<file path="src/rtl/tanh_activation_arbiter.sv">
// ============================================================================
// Module  : tanh_activation_arbiter
// Brief   : Round-robin arbiter sharing one combinational tanh unit among
//           NUM_REQ requesters (IDLE -> EVAL -> HOLD per transaction).
//           Optional busy-cycle counter: define TANH_ARB_BUSY_COUNT_EN.
// Revision: 1.0 - initial release
// ============================================================================
`timescale 1ns/1ps
`default_nettype none

module tanh_activation_arbiter #(
  parameter int NUM_REQ = 4,
  parameter int ID_W    = 2
) (
  input  logic                 clk,
  input  logic                 rst,
  input  logic [NUM_REQ-1:0]   req_valid,
  input  logic [8*NUM_REQ-1:0] req_z,
  output logic [NUM_REQ-1:0]   req_ready,
  output logic [7:0]           act_z,
  input  logic [7:0]           act_a,
  output logic                 resp_valid,
  output logic [7:0]           resp_a,
  output logic [ID_W-1:0]      resp_id,
  input  logic                 resp_ready
`ifdef TANH_ARB_BUSY_COUNT_EN
  ,
  output logic [15:0]          busy_cycles
`endif
);

  localparam logic [1:0] c_IDLE = 2'd0;
  localparam logic [1:0] c_EVAL = 2'd1;
  localparam logic [1:0] c_HOLD = 2'd2;

  logic [1:0]      state_q, state_d;
  logic [ID_W-1:0] rr_q, rr_d;
  logic [7:0]      z_q, z_d;
  logic [ID_W-1:0] id_q, id_d;
  logic [7:0]      resp_a_q, resp_a_d;
  logic            resp_valid_q, resp_valid_d;

  logic            w_found;
  logic [ID_W-1:0] w_grant_idx;
  logic [ID_W-1:0] w_cand;
  logic            w_grant;
  logic [7:0]      w_z_arr [NUM_REQ];

  // (base + off) mod NUM_REQ, valid for base, off < NUM_REQ
  function automatic logic [ID_W-1:0] wrap_add(input logic [ID_W-1:0] base,
                                               input int unsigned off);
    int unsigned s;
    s = int'(base) + off;
    if (s >= NUM_REQ) s = s - NUM_REQ;
    return s[ID_W-1:0];
  endfunction

  genvar gi;
  generate
    for (gi = 0; gi < NUM_REQ; gi++) begin : g_unpack
      assign w_z_arr[gi] = req_z[8*gi +: 8];
    end
  endgenerate

  // Walk from the farthest offset back to rr_q so the nearest valid wins.
  always_comb begin
    w_found     = 1'b0;
    w_grant_idx = '0;
    w_cand      = '0;
    for (int k = NUM_REQ - 1; k >= 0; k--) begin
      w_cand = wrap_add(rr_q, unsigned'(k));
      if (req_valid[w_cand]) begin
        w_found     = 1'b1;
        w_grant_idx = w_cand;
      end
    end
  end

  always_ff @(posedge clk) begin
    if (rst) state_q <= c_IDLE;
    else     state_q <= state_d;
  end

  always_comb begin
    state_d = state_q;
    case (state_q)
      c_IDLE:  if (w_grant) state_d = c_EVAL;
      c_EVAL:  state_d = c_HOLD;
      c_HOLD:  if (resp_ready) state_d = c_IDLE;
      default: state_d = c_IDLE;
    endcase
  end

  // Grant strobe is suppressed while rst is high so no pulse escapes a reset cycle.
  always_comb begin
    w_grant   = 1'b0;
    req_ready = '0;
    if (state_q == c_IDLE && w_found && !rst) begin
      w_grant                = 1'b1;
      req_ready[w_grant_idx] = 1'b1;
    end
  end

  always_comb begin
    rr_d         = rr_q;
    z_d          = z_q;
    id_d         = id_q;
    resp_a_d     = resp_a_q;
    resp_valid_d = resp_valid_q;
    if (w_grant) begin
      rr_d = wrap_add(w_grant_idx, 1);
      z_d  = w_z_arr[w_grant_idx];
      id_d = w_grant_idx;
    end
    if (state_q == c_EVAL) begin
      resp_a_d     = act_a;
      resp_valid_d = 1'b1;
    end
    if (state_q == c_HOLD && resp_ready) resp_valid_d = 1'b0;
  end

  always_ff @(posedge clk) begin
    if (rst) begin
      rr_q         <= '0;
      z_q          <= '0;
      id_q         <= '0;
      resp_a_q     <= '0;
      resp_valid_q <= 1'b0;
    end else begin
      rr_q         <= rr_d;
      z_q          <= z_d;
      id_q         <= id_d;
      resp_a_q     <= resp_a_d;
      resp_valid_q <= resp_valid_d;
    end
  end

  assign act_z      = z_q;
  assign resp_a     = resp_a_q;
  assign resp_id    = id_q;
  assign resp_valid = resp_valid_q;

`ifdef TANH_ARB_BUSY_COUNT_EN
  logic [15:0] busy_q;

  always_ff @(posedge clk) begin
    if (rst)                                        busy_q <= '0;
    else if (state_q != c_IDLE && busy_q != 16'hFFFF) busy_q <= busy_q + 16'd1;
  end

  assign busy_cycles = busy_q;
`endif

endmodule

`default_nettype wire

</file>
<file path="config.mk">
export PLATFORM = sky130hd
export DESIGN_NAME = tanh_activation_arbiter
export DESIGN_NICKNAME = d
export VERILOG_FILES = /design/src/rtl/tanh_activation_arbiter.sv
export SDC_FILE = /design/constraint.sdc
export NUM_CORES = 1
export LEC_CHECK = 0
export ABC_AREA = 1
export CORE_MARGIN = 3
export CORE_UTILIZATION = 35
export DETAILED_ROUTE_END_ITERATION = 12
export PLACE_DENSITY = 0.68
export SYNTH_ARGS = -nofsm -noshare
export SYNTH_HDL_FRONTEND = slang
export SYNTH_SLANG_ARGS = --single-unit
</file>
<file path="constraint.sdc">
create_clock -name clk -period 2.59 [get_ports clk]
set_input_delay 0.259 -clock clk [delete_from_list [all_inputs] [get_ports clk]]
set_output_delay 0.259 -clock clk [all_outputs]
set_load 0.01 [all_outputs]
</file>
==> Word-level counts from Yosys, hierarchy flattened <==
Cells that the tools add are included.
{ "classes": {"magnitude_cmp": 12, "n_addsub": 9, "n_reduce_logical": 8, "bitwise_logic": 1, "muxes": 31, "n_eq_ne": 4} }
{ "op_table": {"columns": ["cell", "n"], "rows": [
  ["2-bit 2-to-1 mux", 11],
  ["8-bit binary-select mux with 2-bit select", 1],
  ["8-bit 2-to-1 mux", 2],
  ["3-bit greater-or-equal comparator, second input constant", 5],
  ["2-bit by 3-bit less-than comparator with 1-bit output, second input constant", 5],
  ["1-bit 2-to-1 mux", 10],
  ["2-bit by 1-bit subtractor with 2-bit output, second input constant", 5],
  ["1-bit binary-select mux with 2-bit select", 4],
  ["2-bit by 1-bit adder with 3-bit output, second input constant", 2],
  ["2-bit by 2-bit adder with 3-bit output, second input constant", 2],
  ["2-bit one-hot mux with 3 select lines", 1],
  ["1-bit logical AND", 4],
  ["4-bit 2-to-1 mux", 1],
  ["2-bit != test, second input constant", 2],
  ["2-bit by 3-bit greater-or-equal comparator with 1-bit output, second input constant", 1],
  ["2-bit inverter with 3-bit output", 1],
  ["1-bit demux with 2-bit select", 1],
  ["2-bit by 1-bit == test with 1-bit output, second input constant", 1],
  ["2-bit == test, second input constant", 1],
  ["2-bit by 1-bit greater-or-equal comparator with 1-bit output, second input constant", 1],
  ["2-bit zero test", 1],
  ["2-bit AND reduction", 1],
  ["2-bit OR reduction", 1],
  ["1-bit zero test", 1]
]} }
{ "word_totals": {"input_bits": 47, "out_inout_bits": 23, "wordCells": 71, "regBits": 23} }

==> Logic depth before layout (Yosys ltp) <==
{ "logic_depth": {"ltp_word": 14, "mapped_depth": 15} }

==> Worst setup path before layout <==
No wires, ideal clock.
{ "synth_path": {"path_kind": "register to output", "startpoint": "register rr_q[0]", "endpoint": "output req_ready[2]", "n_path_buf": 0, "slack_ps": 703, "arrival_ps": 1628, "path_stages_with_launch": 13, "path_cell_list": "dfxtp_1 -> inv_4 -> nand2_1 -> nand2_2 -> nand2_4 -> inv_1 -> o21bai_1 -> nand2_1 -> nand2_2 -> inv_1 -> ha_1 -> inv_1 -> nor2_1"} }
{ "synth_via": {"elab_chain_len": 14} }
{ "synth_rtl": {"columns": ["element", "line_no", "source"], "rows": [
  ["start, declared", "37", "logic [ID_W-1:0] rr_q, rr_d;"],
  ["start signal, assigned", "130", "rr_q <= rr_d;"],
  ["2-bit by 2-bit adder with 3-bit output", "53", "s = int'(base) + off;"],
  ["3-bit greater-or-equal comparator or 2-bit by 1-bit subtractor with 2-bit output (tied branches)", "54", "if (s >= NUM_REQ) s = s - NUM_REQ;"],
  ["2-bit 2-to-1 mux", "54", null],
  ["1-bit binary-select mux with 2-bit select", "72", "if (req_valid[w_cand]) begin"],
  ["1-bit 2-to-1 mux (not written as such)", "72", null],
  ["2-bit 2-to-1 mux (3 in a row)", "72", null],
  ["2-bit 2-to-1 mux *", "72", null],
  ["via w_grant_idx[1]", "44", "logic [ID_W-1:0] w_grant_idx;"],
  ["2-bit by 3-bit less-than comparator with 1-bit output (not written as such) or 2-bit by 1-bit greater-or-equal comparator with 1-bit output (tied branches)", "100", "req_ready[w_grant_idx] = 1'b1;"],
  ["1-bit logical AND (not written as such)", "100", null],
  ["1-bit 2-to-1 mux (not written as such)", "100", null],
  ["1-bit demux with 2-bit select *", "100", null],
  ["4-bit 2-to-1 mux *", "98", "if (state_q == c_IDLE && w_found && !rst) begin"],
  ["end, declared", "19", "output logic [NUM_REQ-1:0] req_ready,"]
]} }
Mark *: on every way through the listed nets, which the timed path passes. The rest lies on a longest branch. The select of a mux whose other input is x is not followed.

==> Final worst setup path <==
{ "layout_path": {"startpoint": "input req_valid[1]", "endpoint": "output req_ready[2]"} }
{ "layout_via": {"elab_chain_len": 11} }
{ "layout_rtl": {"columns": ["element", "line_no", "source"], "rows": [
  ["start, declared", "17", "input logic [NUM_REQ-1:0] req_valid,"],
  ["1-bit binary-select mux with 2-bit select", "72", null],
  ["1-bit 2-to-1 mux (not written as such)", "72", null],
  ["2-bit 2-to-1 mux (3 in a row)", "72", null],
  ["2-bit 2-to-1 mux *", "72", null],
  ["via w_grant_idx[1]", "44", null],
  ["2-bit by 3-bit less-than comparator with 1-bit output (not written as such) or 2-bit by 1-bit greater-or-equal comparator with 1-bit output (tied branches)", "100", null],
  ["1-bit logical AND (not written as such)", "100", null],
  ["1-bit 2-to-1 mux (not written as such)", "100", null],
  ["1-bit demux with 2-bit select *", "100", null],
  ["4-bit 2-to-1 mux *", "98", null]
]} }
Marked as above.

==> results.md <==
- In the routed layout, each cell is associated on average with a via count of 4.49.
- The via count of the first global-routing pass came to 1639.
- The routed wire length is 4.07 mm.
- The setup total negative slack is 0 ns.
- Setup repair after global routing left no endpoint under its margin.
- The reg-to-reg critical path startpoint is rr_q[1].
- The floorplan step defined a die boundary enclosing 5290 µm².
- The worst hold path terminates at resp_id[0].
- The worst slack on hold paths is 0.500 ns.
- Counting the fill cells in the layout gives 418.
- The max-slew violation count is 0.
- The portion of synthesized area spent on multiplexers is 0.
- By count the netlist is led by sky130_fd_sc_hd__nand2_1, sky130_fd_sc_hd__nor2_1, sky130_fd_sc_hd__inv_1, sky130_fd_sc_hd__nand3_1, sky130_fd_sc_hd__dfxtp_1.
- Summing every instance area after synthesis gives 1560 µm².
- For the pin with the worst max-slew slack, the measured transition is 0.450 ns.
- The slowest stage of the critical path belongs to the cell sky130_fd_sc_hd__clkdlybuf4s50_1.
- The largest area contributor in the synthesized netlist is sky130_fd_sc_hd__dfxtp_1.
- The number of nets handed over by synthesis was 288.
- The count of nets left with antenna violations once routing finished came out at 0.
- Across the whole layout, storage elements account for 465 µm².
- The final-stage net count is 366.
- The share of synthesized area in the top cell type comes to 0.295.
- The largest buffer count on any clock path is 2.
- The worst path needs 2.35 ns of the cycle, external delays included.
- The port buffer count is 69.
- Max-cap violations in this run came to 0.
- The endpoint identified for the worst register-to-register timing path is rr_q[1].
- The number of cells on the worst hold path is 2.
- Summing all multi-input logic gate instances after layout gives 921 µm².
- Hold repair after CTS inserted 0 buffers.
- The top cell family by delay on the critical path is buffers and inverters.
- The sort of element at the end of the critical path is a primary output.
- The top-level port count is 70.
- In this run, synthesis produced a sequential element count of 23.
- Of the available clock period, the critical path in the final layout requires 0.907.
- The area growth from synthesis to layout is 52.8%.
- The hold violation count in the final report is 0.
- The routed metal-1 wirelength is 1.80 mm.
- The arrival time of data at the critical path endpoint is 2.09 ns.
- Entering global routing, the biggest net connects 17 pins.
- By area, the combinational part of the netlist is dominated by simple AND/OR/NAND/NOR gates.
- The critical path goes through clkdlybuf4s50_1 -> inv_1 -> nand2_2 -> nand2_1 -> nor2_1 -> nor2_1 -> o21bai_1 -> nand2_1 -> nand2_2 -> inv_1 -> ha_1 -> inv_1 -> nor2_1 -> dlygate4sd2_1.
- Of the total synthesized cell area, the portion taken by AND, OR, NAND and NOR gates is 0.491.
- The origin of the worst min-delay path is resp_id[0].
- The run finished with clean final reports.
- For this run, the register share of the synthesized area comes to 0.295.
- In the final layout, the share of cells above drive strength 1 is 0.134.
- The type of the worst setup path is in2out.
- The number of antenna violations at the first check in global routing is 0.
- The initial core utilization is 0.376.
- The die is 72.7 µm wide.
- TritonCTS built the clock tree.
- The fraction of the mapped netlist area in compound gates was 0.0674.
- In the post-synthesis netlist, the biggest area contributors are sky130_fd_sc_hd__dfxtp_1, sky130_fd_sc_hd__nand2_1, sky130_fd_sc_hd__nand3_1, sky130_fd_sc_hd__nor2_1, sky130_fd_sc_hd__inv_1.
- After detailed routing, the met2 layer carries 1.87 mm of wire.
- The netlist uses 30 different library cells.
- The number of enable flip-flop cells after synthesis is 0.
- The fraction of registers with async set or reset after synthesis is 0.
- The floorplan has 23 rows.
- The critical path's largest stage delay is 0.50 ns.
- STA puts the critical path data required time at 2.33 ns.
- The headroom to the max-slew limit is 0.700.
- After detailed routing, the average wire length per cell comes to 11.2 µm.
- For this block, the via count after detailed routing is 1636.
- The worst-case IR drop observed on VDD is 0.493 mV.
- Along the worst path, the maximum fanout reaches 5.
- The number of clock buffers inserted by TritonCTS is 3.
- The internal reg-to-reg setup slack is 0.78 ns.
- For this run, the number of Yosys warnings is 0.
- In this run the static leakage power is 1.18 nW.
- The routability congestion estimate is 0.884.
- From bottom edge to top edge, the die measures 72.7 µm.
- Wire segments on met3 add up to 349 µm in the final route.
- CTS built an H-tree with a depth of 1.
- The topmost layer with routed signal wires is met4.
- The worst setup path is launched from a primary input.
- The first global-routing pass estimated 6.89 mm of wire.
- The clock input transition at the sequential cells of the worst setup and hold paths is 0.08 ns.
- Setup violations remaining at the end of the flow were counted as 0.
- sky130_fd_sc_hd__nand2_1 is the most common cell in the netlist.
- After technology mapping, the gate count stands at 237.
- The remaining design rule violation count is 0.
- The buffer cell driving the clock tree root is sky130_fd_sc_hd__clkbuf_8.
- Of the total synthesized cell area, the portion taken by XOR and XNOR cells is 0.
- The aggregate global-route resource usage is 0.163.
- The floorplan step defined a core boundary enclosing 4140 µm².
- The achievable frequency is 0.426 GHz.
- On the final layout, the worst clock skew is 0.00150 ns.
- The number of iterations in the first detailed-routing pass is 4.
- The number of diodes added for antenna fixing is 0.
- The count of routing violations after the opening detailed-route iteration is 68.
- The area share of fa/ha/maj cells after synthesis is 0.0321.
- The clock network latency to the later pin of the worst-skew pair is 0.26 ns.
- The flip-flop cell with the highest count after synthesis is sky130_fd_sc_hd__dfxtp_1.
- The post-synthesis average cell area is 6.58 µm².
- The tree built by TritonCTS fans out to 23 sinks.
- The cell area power density is 1120 nW/µm².
- The worst reg2reg path depth is 12.
- The HPWL reported at the end of detailed placement is 3.23 mm.
- The worst min-delay path category is reg2reg.
- The total overflow left after global routing is 0.
- Together, buffers and inverters on the worst path number 5.
sequential cells by signal, summed over array words and instances (netlist names):
register and cells:
resp_id 2, resp_valid 1, rr_q 2, state_q 2, resp_a 8, act_z 8
layer usage:
metal,vias to the layer above,global-route usage
li1,894,-
met1,689,0.200
met2,48,0.273
met3,5,0.0496
met4,0,0.0492
met5,-,0
through the flow:
stage	instances	util	total power, mW	setup WS [ns]	area, µm²
global placement	360	0.563	2.47	0.0334	2330
detailed placement	360	0.563	2.49	-0.00380	2330
global route	364	0.575	2.96	0.0553	2380
finish	364	0.575	2.67	0.242	2380
floorplan	237	-	1.86	0.703	1560
CTS	364	0.574	2.72	0.0523	2380
power by group:
group / internal, mW / leakage [nW] / switching (mW) / total (mW)
Clock: 0.107 / 0.0255 / 0.113 / 0.220
Sequential: 0.498 / 0.190 / 0.0844 / 0.582
Combinational: 0.805 / 0.960 / 1.06 / 1.86
Total: 1.41 / 1.18 / 1.26 / 2.67
worst max-delay path by stage:
stage,startpoint,to,cells past startpoint
2_1_floorplan,rr_q[0],req_ready[2],12
6_report,req_valid[1],req_ready[2],14
3_5_place_dp,req_valid[3],req_ready[1],13
3_3_place_gp,req_valid[3],req_ready[3],13
4_1_cts,req_valid[1],req_ready[0],13
5_1_grt,req_valid[0],req_ready[3],14
area by class of cell:
cell class	count	area share
multi-input combinational	176	0.387
clock buffer	3	0.0173
clock inverter	1	0.00210
sequential	23	0.195
inverter	32	0.0515
tap	50	0.0263
timing repair buffer	79	0.321
cells by family (layout without fill, tap and decap cells):
group,Yosys count,count (layout)
AOI/OAI and AO/OA,19,19
adders and majority gates,4,4
buffers and inverters,38,115
DFF,23,23
and+or+nand+nor,153,153
tightest hold or removal path, stage by stage, from the launching register on:
cell	delay [ns]
sky130_fd_sc_hd__dfxtp_1	0.33
sky130_fd_sc_hd__a21oi_1	0.06
sky130_fd_sc_hd__nor2_1	0.07
repair_timing:
action	CTS	global route
resized for setup	7	1
cloned	0	0
endpoints found under the setup margin	4	1
hold endpoints to repair	0	0
setup buffers	0	0
cells in the final DEF, fill, tap and decap left out, drive strengths merged, types with 3 or more instances in the layout:
master	n
clkdlybuf4s50	65
dfxtp	23
clkbuf	3
dlygate4sd2	3
a21oi	4
ha	4
buf	10
nand3	31
o21ai	12
nor2	34
nand3b	7
inv	31
nand2	79
Note: power is estimated with default switching activity, not from simulation.
